$ cat src/rtl/instruction_memory_loadable.sv
// RAM-backed instruction store: clears itself after reset, accepts a streamed
// program load, and serves one registered fetch per cycle while idle.
module instruction_memory_loadable #(
   parameter int DATA_WIDTH = 32,
   parameter int ADDR_WIDTH = 5,
   parameter int DEPTH      = 32
) (
   input  logic                  clk,
   input  logic                  reset,
   input  logic                  load_start,
   input  logic                  load_valid,
   input  logic                  load_last,
   input  logic [DATA_WIDTH-1:0] load_data,
   output logic                  load_ready,
   output logic                  load_done,
   output logic [ADDR_WIDTH:0]   load_count,
   input  logic                  fetch_req,
   input  logic [ADDR_WIDTH-1:0] fetch_addr,
   output logic                  fetch_ready,
   output logic [DATA_WIDTH-1:0] instruction,
   output logic                  instruction_valid,
   output logic                  addr_error
);

   typedef enum logic [1:0] {
      ST_CLEAR = 2'd0,
      ST_IDLE  = 2'd1,
      ST_LOAD  = 2'd2
   } state_t;

   localparam logic [ADDR_WIDTH-1:0] LAST_PTR = ADDR_WIDTH'(DEPTH - 1);
   localparam logic [ADDR_WIDTH:0]   DEPTH_W  = (ADDR_WIDTH + 1)'(DEPTH);

   logic [DATA_WIDTH-1:0] mem [DEPTH];

   state_t                state_q, state_d;
   logic [ADDR_WIDTH-1:0] ptr_q, ptr_d;
   logic [ADDR_WIDTH:0]   load_count_q, load_count_d;
   logic                  load_ready_q;
   logic                  load_done_q;
   logic                  fetch_ready_q;
   logic                  instruction_valid_q;
   logic                  addr_error_q;
   logic                  rd_zero_q;
   logic [DATA_WIDTH-1:0] rd_data_q;

   logic                  ptr_at_end;
   logic                  load_end;
   logic                  fetch_accept;
   logic                  fetch_in_range;
   logic [ADDR_WIDTH-1:0] rd_idx;
   logic                  wr_en;
   logic [DATA_WIDTH-1:0] wr_data;

   assign ptr_at_end     = (ptr_q == LAST_PTR);
   assign load_end       = (state_q == ST_LOAD) && load_valid && (load_last || ptr_at_end);
   assign fetch_accept   = fetch_req && fetch_ready_q;
   assign fetch_in_range = ({1'b0, fetch_addr} < DEPTH_W);
   assign rd_idx         = fetch_in_range ? fetch_addr : '0;

   // Single write port: CLEAR writes zeros, LOAD writes the streamed word.
   always_comb begin
      wr_en   = 1'b0;
      wr_data = '0;
      if (!reset) begin
         case (state_q)
            ST_CLEAR: wr_en = 1'b1;
            ST_LOAD: begin
               wr_en   = load_valid;
               wr_data = load_data;
            end
            default: wr_en = 1'b0;
         endcase
      end
   end

   always_comb begin
      state_d      = state_q;
      ptr_d        = ptr_q;
      load_count_d = load_count_q;
      case (state_q)
         ST_CLEAR: begin
            if (ptr_at_end) begin
               state_d = ST_IDLE;
               ptr_d   = '0;
            end else begin
               ptr_d = ptr_q + 1'b1;
            end
         end
         ST_IDLE: begin
            if (load_start) begin
               state_d      = ST_LOAD;
               ptr_d        = '0;
               load_count_d = '0;
            end
         end
         ST_LOAD: begin
            if (load_valid) begin
               load_count_d = load_count_q + 1'b1;
               if (load_end) begin
                  state_d = ST_IDLE;
               end else begin
                  ptr_d = ptr_q + 1'b1;
               end
            end
         end
         default: begin
            state_d = ST_CLEAR;
            ptr_d   = '0;
         end
      endcase
   end

   always_ff @(posedge clk) begin
      if (reset) begin
         state_q             <= ST_CLEAR;
         ptr_q               <= '0;
         load_count_q        <= '0;
         load_ready_q        <= 1'b0;
         load_done_q         <= 1'b0;
         fetch_ready_q       <= 1'b0;
         instruction_valid_q <= 1'b0;
         addr_error_q        <= 1'b0;
         rd_zero_q           <= 1'b1;
      end else begin
         state_q             <= state_d;
         ptr_q               <= ptr_d;
         load_count_q        <= load_count_d;
         load_ready_q        <= (state_d == ST_LOAD);
         load_done_q         <= load_end;
         fetch_ready_q       <= (state_d == ST_IDLE);
         instruction_valid_q <= fetch_accept;
         addr_error_q        <= fetch_accept && !fetch_in_range;
         if (fetch_accept) begin
            rd_zero_q <= !fetch_in_range;
         end
      end
   end

   // Array ports kept free of reset so the storage maps onto block RAM.
   always_ff @(posedge clk) begin
      if (wr_en) begin
         mem[ptr_q] <= wr_data;
      end
   end

   always_ff @(posedge clk) begin
      if (fetch_accept) begin
         rd_data_q <= mem[rd_idx];
      end
   end

   assign instruction       = rd_zero_q ? '0 : rd_data_q;
   assign instruction_valid = instruction_valid_q;
   assign addr_error        = addr_error_q;
   assign load_ready        = load_ready_q;
   assign load_done         = load_done_q;
   assign load_count        = load_count_q;
   assign fetch_ready       = fetch_ready_q;

endmodule

$ cat config.mk
export PLATFORM = sky130hd
export DESIGN_NAME = instruction_memory_loadable
export DESIGN_NICKNAME = d
export VERILOG_FILES = /design/src/rtl/instruction_memory_loadable.sv
export SDC_FILE = /design/constraint.sdc
export NUM_CORES = 1
export LEC_CHECK = 0
export ABC_AREA = 1
export BUFFER_PORTS_ARGS = -buffer_cell sky130_fd_sc_hd__buf_2
export CAP_MARGIN = 15
export CORE_MARGIN = 3
export CORE_UTILIZATION = 45
export DETAILED_ROUTE_END_ITERATION = 10
export RECOVER_POWER = 25
export SLEW_MARGIN = 30
export SYNTH_ARGS = -nofsm -noshare
export SYNTH_HDL_FRONTEND = slang
export SYNTH_SLANG_ARGS = --single-unit
$ cat constraint.sdc
create_clock -name clk -period 4.33 [get_ports clk]
set_input_delay 1.299 -clock clk [delete_from_list [all_inputs] [get_ports clk]]
set_output_delay 1.299 -clock clk [all_outputs]
set_load 0.03 [all_outputs]
=== Yosys cells after proc, flatten, opt, wreduce, memory -nomap -nowiden ===
Memory sizes are Yosys's and may differ from the RTL's. A register that Yosys moved wholly into a read port is not among the register bits.
Index checks and enable logic that the tools add are counted.

* Register bits: 18
* Memory bits (writable): 1024
* Input port bits: 43
* Output and inout port bits: 43
* Memories: 1

* Add/subtract/negate cells: 2
* Equality and inequality tests: 8
* Mux-type cells: 20
* Reductions and logical operators: 8

{| class="wikitable"
|+ Memory list
! name !! words !! bits a word !! read ports !! clocked after memory_dff !! wr ports !! line !! text
|-
| mem || 32 || 32 || 1 || 1 || 1 || 34 || <nowiki>logic [DATA_WIDTH-1:0] mem [DEPTH];</nowiki>
|}

{| class="wikitable"
|+ Operators with widths
! operator !! count
|-
| 32-bit two-way mux || 3
|-
| 5-bit two-way mux || 4
|-
| 5-bit one-hot mux with 3 select lines || 1
|-
| 6-bit two-way mux || 2
|-
| 6-bit one-hot mux with 2 select lines || 1
|-
| 2-bit two-way mux || 4
|-
| 6-bit by 1-bit adder with 6-bit output (second input constant) || 1
|-
| 2-bit != test (second input constant) || 3
|-
| 2-bit one-hot mux with 3 select lines || 1
|-
| 3-bit AND reduction || 2
|-
| 5-bit by 1-bit adder with 5-bit output (second input constant) || 1
|-
| 5-bit == test (second input constant) || 1
|-
| 2-bit by 1-bit == test with 1-bit output (second input constant) || 2
|-
| 2-bit == test (second input constant) || 2
|-
| 1-bit logical AND || 3
|-
| 1-bit two-way mux || 3
|-
| 2-bit zero test || 1
|-
| 1-bit one-hot mux with 2 select lines || 1
|-
| 2-bit nonzero test || 1
|-
| 1-bit logical OR || 1
|}

=== Logic depth before layout (Yosys ltp) ===
* Word-level depth: 7
* Mapped depth: 12
* Depth with buffers taken out: 9

=== Worst setup path before layout ===
OpenSTA, ideal clock, no wires.

* Kind: input port to flip-flop
* Start point: input reset
* End point: memory mem[0][0] (enable)
* Library setup time: 0.421 ns
* Arrival: 3.399 ns
* Setup slack: 0.509 ns
* Stages: 6
* Path through: clkbuf_1 -> nor2_1 -> inv_2 -> a21oi_2 -> nand2_1 -> nor2_1

* Longest elaborated chain between the ends: 3

{| class="wikitable"
|+ RTL lines
! what !! line !! text
|-
| from (decl) || 9 || <nowiki>input logic reset,</nowiki>
|-
| 1-bit two-way mux || 65 || <nowiki>if (!reset) begin</nowiki>
|-
| 1-bit two-way mux || 142 || <nowiki>if (wr_en) begin</nowiki>
|-
| 1-bit two-way mux (implied by the code) || 143 || <nowiki>mem[ptr_q] <= wr_data;</nowiki>
|-
| to (decl) || 34 ||
|}

Every way passes these cells.

=== Worst setup path after layout ===
* Start point: register state_q[1]
* End point: memory mem[24][22], data pin

* Longest elaborated chain between the ends: 3

{| class="wikitable"
|+ RTL lines
! what !! line !! text
|-
| from (decl) || 36 || <nowiki>state_t state_q, state_d;</nowiki>
|-
| from (signal assigned) || 126 || <nowiki>state_q <= state_d;</nowiki>
|-
| 2-bit == test || 66 || <nowiki>case (state_q)</nowiki>
|-
| 32-bit two-way mux || 66 ||
|-
| 32-bit two-way mux || 65 ||
|-
| via wr_data[22] || 53 || <nowiki>logic [DATA_WIDTH-1:0] wr_data;</nowiki>
|}

The timed path passes the listed nets, and every way through them passes these cells.

==> flow_summary.json <==
{
  "status": "finished, violations left",
  "violations": "capacitance limit, slew limit",
  "worstSetupEndpointType": "register",
  "dieArea_sq_mm": 0.102,
  "critPathTopFamily": "flip-flops",
  "vias": 29000,
  "yosys.area.top_type": "edfxtp_1",
  "die_h_um": 319,
  "hold_path.class": "reg2reg",
  "min_to": "load_count[4]$_SDFFE_PP0P_",
  "final_cells": 5267,
  "initial_core_util_pct": 45.5,
  "synth_area_leaders": "edfxtp_1 (72%), nand2_1 (13%), nand3_1 (8.8%)",
  "antenna_found_initial": 4,
  "drive_above_1_share_pct": 10.2,
  "drc": 0,
  "ys_ff_latch": 1074,
  "fmax_mhz": 269,
  "area_growth_pct": 12.8,
  "clk_path_buf_depth": 3,
  "cts_buffers": 109,
  "yosysTopAreaCellShare_pct": 72.0,
  "cp_slowest_cell": "dfxtp_1",
  "synth_area_sq_mm": 0.0440,
  "final-setup-viol-count": 0,
  "fin_nets": 3943,
  "reg2reg_slack_ns": 0.61,
  "r2r_cells": 3,
  "r2r-end": "mem[24][22]$_DFFE_PP_",
  "io_buffer_count": 84,
  "powerDensity_mw_per_mm2": 436,
  "leakage_uw": 0.0191,
  "syn_area_per_cell_sq_um": 11.6,
  "synth_common_cells": "nand2_1 (1507), edfxtp_1 (1056), nand3_1 (776)",
  "h-tree-depth": 3,
  "clock_skew_ns": 0.0276,
  "path_class": "reg2reg",
  "drv_cap": 8,
  "max_stage_delay_ns": 1.56,
  "path_cells": "nand2_1 > nor2_2 > clkbuf_1",
  "slew_violations": 266,
  "async_reset_ff_share_pct": 0,
  "setup_tns_ns": 0,
  "critical_path_required_ns": 4.52,
  "ios": 86,
  "final-hold-violation-count": 0,
  "yosysMostFrequentCell": "nand2_1",
  "clockRootBuffer": "clkbuf_16",
  "syn_inst": 3796,
  "gp_congestion": 0.798,
  "vdd_drop_max_mv": 0.331,
  "grt_first_pass_wirelength_mm": 182,
  "ys_warn_count": 0,
  "slew_headroom_pct": -22.5,
  "synthesis.nets": 3845,
  "path_clk_slew_ns": 0.06,
  "drt_iter0_drc": 3122,
  "whs_path_depth": 2,
  "ys_dominant_reg_cell": "edfxtp_1",
  "grt_max_degree": 123,
  "rsz0062_at_grt": "no",
  "detail_route.wl_per_cell_um": 23.3,
  "ant_nets": 0,
  "synth-edff-count": 1056,
  "tritoncts": "done",
  "nFillCells": 8359,
  "grt_pass1_vias": 27300,
  "vias_per_cell": 5.51,
  "hold_buffers": 0,
  "clock-sinks": 1074,
  "grt_overflow": 0,
  "clock_latency_ns": 0.67,
  "routed_wl_mm": 123,
  "period_share_pct": 85.9,
  "arrival_ns": 3.91,
  "hp-start": "load_count[4]$_SDFFE_PP0P_",
  "synth_seq_area_share_pct": 72.8,
  "die_x_um": 319,
  "dp_hpwl_mm": 67.1,
  "path_buf_inv": 1,
  "path_max_fanout": 35,
  "worstMarginPinSlew_ns": 1.84,
  "fin_crit_ns": 3.72,
  "firstDrtPassIters": 7,
  "power_uw": 21600,
  "r2r-start": "state_q[1]$_SDFF_PP0_",
  "cts_resized": 0,
  "ys_types": 28,
  "placedCellCount": 5059,
  "num_rows": 114,
  "postCtsSetupBuffers": 0,
  "core_area_sq_mm": 0.0969,
  "grt.total_usage_pct": 23.9,
  "critPathLaunchType": "register",
  "fin_util_pct": 51.3
}
==> area by class of cell <==
type	instances	area (sq um)	share of cell area, %
Timing Repair Buffer	218	1770	3.56
Clock inverter	66	617	1.24
Multi-Input combinational cell	2433	10500	21.1
Inverter	58	249	0.501
Sequential cell	1074	32100	64.6
Antenna cell	4	10.0	0.0201
Clock buffer	138	2900	5.84
Tap cell	1276	1600	3.21
==> worst max-delay path by stage <==
stage	from	to	slack, ns	depth (start not counted)
2_1_floorplan	reset	mem[0][0]$_DFFE_PP_	0.51	6
3_3_place_gp	fetch_addr[0]	rd_data_q[2]$_DFFE_PP_	0.86	12
3_5_place_dp	fetch_addr[0]	rd_data_q[2]$_DFFE_PP_	0.81	12
4_1_cts	rd_zero_q$_SDFFE_PP1P_	instruction[13]	0.92	3
5_1_grt	state_q[1]$_SDFF_PP0_	mem[27][22]$_DFFE_PP_	0.47	3
6_report	state_q[1]$_SDFF_PP0_	mem[24][22]$_DFFE_PP_	0.61	3
==> logic make-up after synthesis <==
logic type / count (synthesis) / synth area share, %
fa+ha+maj: 6 / 0.170
compound gates: 22 / 0.281
simple gates: 2404 / 22.7
flops: 1074 / 72.8
buf+inv: 289 / 3.98
other cells: 1 / 0.00851
==> through the flow <==
| stage | hold WS, ns | area (sq um) | setup WS (ns) |
|---|---|---|---|
| after floorplan | 0.492 | 44000 | 0.509 |
| after global placement | 0.494 | 46200 | 0.864 |
| after detailed placement | 0.490 | 46200 | 0.805 |
| after CTS | 0.503 | 49800 | 0.925 |
| after global routing | 0.539 | 49700 | 0.467 |
| final | 0.505 | 49700 | 0.612 |
==> report_power, final <==
| part | total, uW | switching (uW) | internal [uW] |
|---|---|---|---|
| Sequential | 11300 | 14.5 | 11300 |
| Combinational | 1040 | 757 | 283 |
| Clock | 9270 | 3890 | 5380 |
| Total | 21600 | 4660 | 17000 |
==> placed cells by master, fill, tap and decap left out, types with 2 or more instances in the layout <==
| cell | n |
|---|---|
| nand2_1 | 1508 |
| edfxtp_1 | 1056 |
| nand3_1 | 777 |
| clkbuf_16 | 112 |
| buf_4 | 89 |
| buf_2 | 79 |
| nor2_1 | 68 |
| inv_1 | 52 |
| clkbuf_1 | 43 |
| nor2_4 | 30 |
| buf_12 | 30 |
| clkinv_1 | 25 |
| clkinv_2 | 21 |
| dfxtp_1 | 17 |
| nor2_2 | 15 |
| a21oi_1 | 12 |
| bufinv_16 | 11 |
| ha_1 | 6 |
| o21ai_0 | 5 |
| clkinvlp_4 | 5 |
| diode_2 | 4 |
| inv_6 | 4 |
| nor3_1 | 3 |
| nand4_1 | 3 |
| a211oi_1 | 2 |
| clkinv_4 | 2 |
| buf_8 | 2 |
==> flip-flops by register name, indices dropped and copies added, names as in the netlist <==
name               flops
rd_zero_q              1
load_done              1
ptr_q                  5
instruction_valid      1
mem                 1024
load_count             6
fetch_ready            1
load_ready             1
state_q                2
rd_data_q             32
==> worst register-to-register path, cell delays in order (launching register included) <==
cell and delay [ns]:
dfxtp_1 1.56, nand2_1 0.18, nor2_2 0.17, clkbuf_1 1.32
==> layer usage <==
metal  global-route usage (%)  wire length, um  up-vias
met5                        0                0        -
met4                     6.67             2650        0
li1                         -                -    13300
met1                     34.7            52800    14300
met2                     37.3            56900     1208
met3                     4.11            10200      153
(Power assumes the default switching activity.)
